===== src/rtl/count_h_cfg.sv =====
// count_h_cfg: configurable 0..23 hours counter with 12h/24h seven-segment display and day carry.
module count_h_cfg #(
    parameter int RST_HOUR    = 0,
    parameter bit SEG_ACT_LOW = 1'b0,
    parameter bit BLANK_LZ    = 1'b1
) (
    input  logic       clk,
    input  logic       rst,
    input  logic       enb,
    input  logic       adv_hr,
    input  logic       dec_hr,
    input  logic       ld,
    input  logic [4:0] ld_val,
    input  logic       mode_24,
    output logic [4:0] hr_bin,
    output logic [6:0] h1,
    output logic [6:0] h0,
    output logic       am_pm,
    output logic       cy
);
    logic       up;
    logic [4:0] hr;
    logic [4:0] hr12;
    logic [4:0] disp;
    logic [1:0] tens;
    logic [3:0] ones;
    logic       blank;

    function automatic logic [6:0] seg7(input logic [3:0] d);
        case (d)
            4'd0: seg7 = 7'b1111110;
            4'd1: seg7 = 7'b0110000;
            4'd2: seg7 = 7'b1101101;
            4'd3: seg7 = 7'b1111001;
            4'd4: seg7 = 7'b0110011;
            4'd5: seg7 = 7'b1011011;
            4'd6: seg7 = 7'b1011111;
            4'd7: seg7 = 7'b1110000;
            4'd8: seg7 = 7'b1111111;
            4'd9: seg7 = 7'b1111011;
            default: seg7 = 7'b0000000;
        endcase
    endfunction

    assign up = enb | adv_hr;

    always_ff @(posedge clk) begin
        if (!rst) begin
            hr <= 5'(RST_HOUR);
            cy <= 1'b0;
        end else begin
            cy <= enb & ~dec_hr & ~ld & (hr == 5'd23);
            if (ld) begin
                if (ld_val <= 5'd23) hr <= ld_val;
            end else if (up & ~dec_hr) begin
                hr <= (hr == 5'd23) ? 5'd0 : hr + 5'd1;
            end else if (dec_hr & ~up) begin
                hr <= (hr == 5'd0) ? 5'd23 : hr - 5'd1;
            end
        end
    end

    // 12h mode maps hour 0 and 12 to "12"
    always_comb begin
        hr12  = (hr >= 5'd12) ? hr - 5'd12 : hr;
        disp  = mode_24 ? hr : ((hr12 == 5'd0) ? 5'd12 : hr12);
        tens  = (disp >= 5'd20) ? 2'd2 : (disp >= 5'd10) ? 2'd1 : 2'd0;
        ones  = 4'(disp - ((tens == 2'd2) ? 5'd20 : (tens == 2'd1) ? 5'd10 : 5'd0));
        blank = BLANK_LZ && !mode_24 && (disp < 5'd10);
    end

    assign hr_bin = hr;
    assign h1     = (blank ? 7'b0000000 : seg7({2'b00, tens})) ^ {7{SEG_ACT_LOW}};
    assign h0     = seg7(ones) ^ {7{SEG_ACT_LOW}};
    assign am_pm  = ~mode_24 & (hr >= 5'd12);
endmodule


===== config.mk =====
export PLATFORM = sky130hd
export DESIGN_NAME = count_h_cfg
export DESIGN_NICKNAME = d
export VERILOG_FILES = /design/src/rtl/count_h_cfg.sv
export SDC_FILE = /design/constraint.sdc
export NUM_CORES = 1
export LEC_CHECK = 0
export ABC_AREA = 1
export BUFFER_PORTS_ARGS = -buffer_cell sky130_fd_sc_hd__clkbuf_2
export CAP_MARGIN = 20
export CORE_AREA = 2 2 41 58
export DETAILED_ROUTE_END_ITERATION = 6
export DIE_AREA = 0 0 43 60
export PLACE_DENSITY_LB_ADDON = 0.25
export SYNTH_ARGS = -nofsm -noshare
export SYNTH_HDL_FRONTEND = slang
export SYNTH_SLANG_ARGS = --single-unit
export TNS_END_PERCENT = 5

===== constraint.sdc =====
create_clock -name clk -period 5.87 [get_ports clk]
set_clock_uncertainty 0.1 [all_clocks]
set_input_delay 0.587 -clock clk [delete_from_list [all_inputs] [get_ports clk]]
set_output_delay 0.587 -clock clk [all_outputs]
set_load 0.01 [all_outputs]

# Word level (Yosys, flattened, before mapping)
# Memory sizes are Yosys's and may differ from the RTL's.
# Cells that the tools add are included.
dict set report totals {
  register_bits 6
  input_bits 12
  mem_count 1
  rom_bits 112
  elab_cells 50
}
# memory depth word_bits rd rd_clocked_by_memory_dff write_ports line
set mem_list {}
lappend mem_list {{(name not given)} 16 7 1 0 0 30} ;# case (d)
dict set report classes {
  n_mux 15
  addsub 4
  n_eq_ne 5
  n_reduce_logical 7
  bitwise 11
  magnitude_cmp 5
}
# operator count
set ops {}
lappend ops {{$mux 5} 9}
lappend ops {{$pmux 7 s4} 1}
lappend ops {{$ge 5x4->1 const B} 2}
lappend ops {{$logic_not 5->1} 2}
lappend ops {{$mux 4} 2}
lappend ops {{$mux 7} 1}
lappend ops {{$and 1x1->1} 6}
lappend ops {{$add 5x1->5 const B} 1}
lappend ops {{$eq 5x5->1 const B} 1}
lappend ops {{$ge 5x5->1 const B} 1}
lappend ops {{$le 5x5->1 const B} 1}
lappend ops {{$lt 5x4->1 const B} 1}
lappend ops {{$sub 5x1->5 const B} 1}
lappend ops {{$sub 5x4->5 const B} 1}
lappend ops {{$eq 2x2->1 const B} 2}
lappend ops {{$not 1->1} 4}
lappend ops {{$sub 4x4->4} 1}
lappend ops {{$reduce_bool 3->1} 1}
lappend ops {{$eq 2x1->1 const B} 1}
lappend ops {{$logic_not 2->1} 1}
lappend ops {{$mux 2} 1}
lappend ops {{$ne 2x1->1 const B} 1}
lappend ops {{$reduce_and 2->1} 1}
lappend ops {{$logic_and 1x1->1} 1}
lappend ops {{other kinds (3)} 3}

# Longest topological paths before layout
# An unclocked memory read counts as a cell.
dict set report depth {
  depth_word 13
  depth_mapped 24
  depth_no_buf 24
}

# Least setup slack after synthesis
# No wires, ideal clock.
dict set report synth_path {
  path_type {reg2out}
  from {register hr[0], in the netlist hr_bin[0]}
  to {output h0[6]}
  path_slack_ps 2045
  stages_incl_launch_ff 21
  arrival_time_ps 3138
  path_cell_list {dfxtp_1 > inv_1 > ha_1 > nand2_1 > nand3_1 > a21oi_2 > nand2_1 > nand2_2 > nand2_1 > nand2_2 > nand2_2 > nand2_2 > inv_1 > ha_1 > fa_1 > clkbuf_1 > inv_1 > or2_2 > o21ai_0 > nand2_1 > nand2_1}
}
dict set report synth_via {
  elab_chain_len 13
  elab_cells_between_ends 16
}
# item line
set synth_rtl {}
lappend synth_rtl {{from (decl)} 22} ;# logic [4:0] hr;
lappend synth_rtl {{from (signal assigned)} 49} ;# hr <= 5'(RST_HOUR);
lappend synth_rtl {{from (signal assigned)} 54} ;# if (ld_val <= 5'd23) hr <= ld_val;
lappend synth_rtl {{from (signal assigned)} 56} ;# hr <= (hr == 5'd23) ? 5'd0 : hr + 5'd1;
lappend synth_rtl {{$sub 5x4->5 or $ge 5x4->1 (tied branches)} 65} ;# hr12 = (hr >= 5'd12) ? hr - 5'd12 : hr;
lappend synth_rtl {{$mux 5} 65}
lappend synth_rtl {{$logic_not 5->1} 66} ;# disp = mode_24 ? hr : ((hr12 == 5'd0) ? 5'd12 : hr12);
lappend synth_rtl {{$mux 5} 66}
lappend synth_rtl {{$mux 5 *} 66}
lappend synth_rtl {{$ge 5x4->1} 67} ;# tens = (disp >= 5'd20) ? 2'd2 : (disp >= 5'd10) ? 2'd1 : 2'd0;
lappend synth_rtl {{$mux 1} 67}
lappend synth_rtl {{$mux 2} 67}
lappend synth_rtl {{$eq 2x1->1} 68} ;# ones = 4'(disp - ((tens == 2'd2) ? 5'd20 : (tens == 2'd1) ? 5'd10 : 5'd0));
lappend synth_rtl {{$mux 4 (2 in a row)} 68}
lappend synth_rtl {{$sub 4x4->4 *} 68}
lappend synth_rtl {{$mem_v2 16x7 *} --}
lappend synth_rtl {{to (decl)} 17} ;# output logic [6:0] h0,
# Mark *: on every way between the ends. The rest lies on a longest branch, timed or not.

# Worst setup path after layout
dict set report layout_path {
  from {register hr[1], in the netlist hr_bin[1]}
  to {output h0[6]}
}
# The elaborated chain is that of the path after synthesis.

==> metrics.txt <==
power per cell area=295 nW/µm²; pre-CTS WS=1.73 ns; Skew-Pair Late Insertion Delay=0.25 ns; Sw Share=52.6%; WP data required=5.18 ns; Critical path origin=hr_bin[1]; flops & latches, synth=6; largest fanout on the critical path=9; share of cells above drive strength 1=26.2%; clk root buf=clkbuf_4; Mapped Area=1080 µm²; fin cells=236; Detail Route Antenna Nets=0; Post-Syn Instances=182; Sequential Power Share=14.2%; setup ws final=1.49 ns; CP max stage delay=0.66 ns; Max Freq=0.228 GHz; commonest cells after routing, fill and taps aside=nand2_1 (54), clkbuf_2 (32), inv_1 (27); cell mode on critical path=nand2_1; Core ar.=2100 µm²; starting density of the core=51.5%; CTS Sinks=6; detailed-route vias per instance=5.14; CP Cell Sequence=inv_1, ha_1, nand2_1, nand3_2, nand2_1, nand2_1, nor2_1, nand2_1, nand2_2, nand2_1, nand2_2, nand2_2, nand2_2, inv_1, ha_1, fa_1, inv_1, or2_2, o21ai_0, nand2_1, nand2_1, clkbuf_2; routed wire length=2.50 mm; post-DP HPWL=2.14 mm; I/O pins=33; Routed wire per std cell=10.6 µm; worst hold slack=0.478 ns; WS Path Type=reg -> out; Worst Hold Launch=ld_val[1]; DR DRC count=0; slowest stage cell, crit path=fa_1; RSZ-0062 raised after global routing=no; Mapped Avg Cell Area=5.95 µm²; cts repair resizes=0; crit path time final=4.38 ns; cell internal pwr=0.178 mW; vias in the first global route=1155; Final #Nets=242; outcome=finished clean; CP startpoint kind=register; Gate power share=75.3%; global-route wire length before repair=4.35 mm; post-CTS setup buffer count=0; routed vias=1213; Syn. warnings=0; final instance area=1270 µm²; cell count after placement=233; routability cong.=0.866; register clock-pin slew on the reported worst setup and hold paths=0.05 ns; largest net degree at the start of global routing=10; Placed Area=1250 µm²; final-report hold violation count=0; net count after synthesis=208; post-layout util=60.6%; VDD IR-drop max=0.000167 V; CTS tree=yes; CP Capture Type=output pin; Core Rows=20; drt pass-1 iters=4; Die ar.=2580 µm²; register area share after synthesis=11.1%; CP arrival=3.70 ns; slew margin rel.=69.4%; Total GRT Usage=21.3%; Final Cycle Share=74.7%; Die H=60 µm; Inserted Clock Buffers=3; maxcap violations=0; Ant. Diodes=0; Slew @ Worst Pin=0.455 ns; Clock power frac=10.6%; most common cell after layout, fill and taps aside=nand2_1; Pleak=0.769 nW; Iter 0 DRT Violations=22; Net Sw Power=0.198 mW; R2R Path Start=hr_bin[2]; max-slew violations=0; Setup violations, final=0; Area Overhead vs Synth=17.7%; IO Port Bufs=32; count of cell types in the netlist=26; Clock Path Buffers=2; CTS Hold Bufs=0; H-tree levels=1; GRT overflow=0; Tot Pwr=0.375 mW; initial antenna violation count=0; die width=43 µm; sum of negative setup slack=0 ns; Worst Hold Class=in -> reg
==> area by class of cell <==
type / count / area (µm²)
inverters: 30 / 113
clock buffers: 3 / 22.5
multi-input cells: 143 / 831
repair buffers: 32 / 160
well taps: 22 / 27.5
flip-flops and latches: 6 / 120
fillers: 217 / 828
==> Yosys cell counts (all sizes together) <==
cell | n | area (µm²)
xor2 | 3 | 26.3
nand4 | 2 | 12.5
a21oi | 7 | 38.8
o22ai | 2 | 12.5
fa | 1 | 20.0
a31oi | 3 | 18.8
nand2 | 63 | 269
dfxtp | 6 | 120
or2 | 3 | 18.8
o31ai | 2 | 15.0
a211oi | 1 | 7.51
nand3 | 12 | 80.1
xnor2 | 2 | 17.5
ha | 13 | 163
o21ai | 16 | 80.1
buf | 2 | 15.0
clkbuf | 1 | 3.75
nor2 | 13 | 51.3
inv | 30 | 113
==> flip-flops by register name (all words and copies together) (netlist names) <==
register	cells
hr_bin	5
cy	1
==> worst max-delay path, delay by kind of cell (launching register included) <==
| family | cells | cell delay [ns] |
|---|---|---|
| buffers and inverters | 4 | 0.40 |
| adder cells (fa/ha/maj) | 3 | 1.12 |
| AND/OR/NAND/NOR | 14 | 1.38 |
| AO/OA/AOI/OAI | 1 | 0.08 |
| flip-flops | 1 | 0.46 |
==> cell families after synthesis <==
family,Yosys count,synth area share [%]
AOI/OAI and AO/OA,31,16.0
xor gates and xnor gates,5,4.05
adders and majority gates,14,16.9
buffers and inverters,33,12.1
DFF,6,11.1
and+or+nand+nor,93,39.9
==> power by group through the flow <==
stage	clock, mW	combinational (mW)	sequential [mW]
after floorplan	0	0.204	0.0534
after global placement	0	0.278	0.0536
after detailed placement	0	0.284	0.0540
after CTS	0.0408	0.285	0.0532
after global routing	0.0423	0.323	0.0542
final	0.0396	0.283	0.0532
==> per-layer routing <==
layer / share of wire [%] / up-vias / track usage, %
met3: 4.4 / 10 / 2.11
met1: 39 / 526 / 20.6
met5: 0 / - / 0
li1: - / 638 / -
met4: 2.5 / 0 / 13.4
met2: 54 / 39 / 41.8
==> path summary, 6_finish.rpt <==
path / end / slack [ns] / cells after the start
worst max-delay path: h0[6] / 1.49 / 22
worst min-delay path: hr_bin[1] / 0.48 / 3
worst max register to register: hr_bin[0] / 4.13 / 8
worst min register to register: hr_bin[1] / 0.55 / 2
No activity file was read; power rests on OpenSTA's default activity.
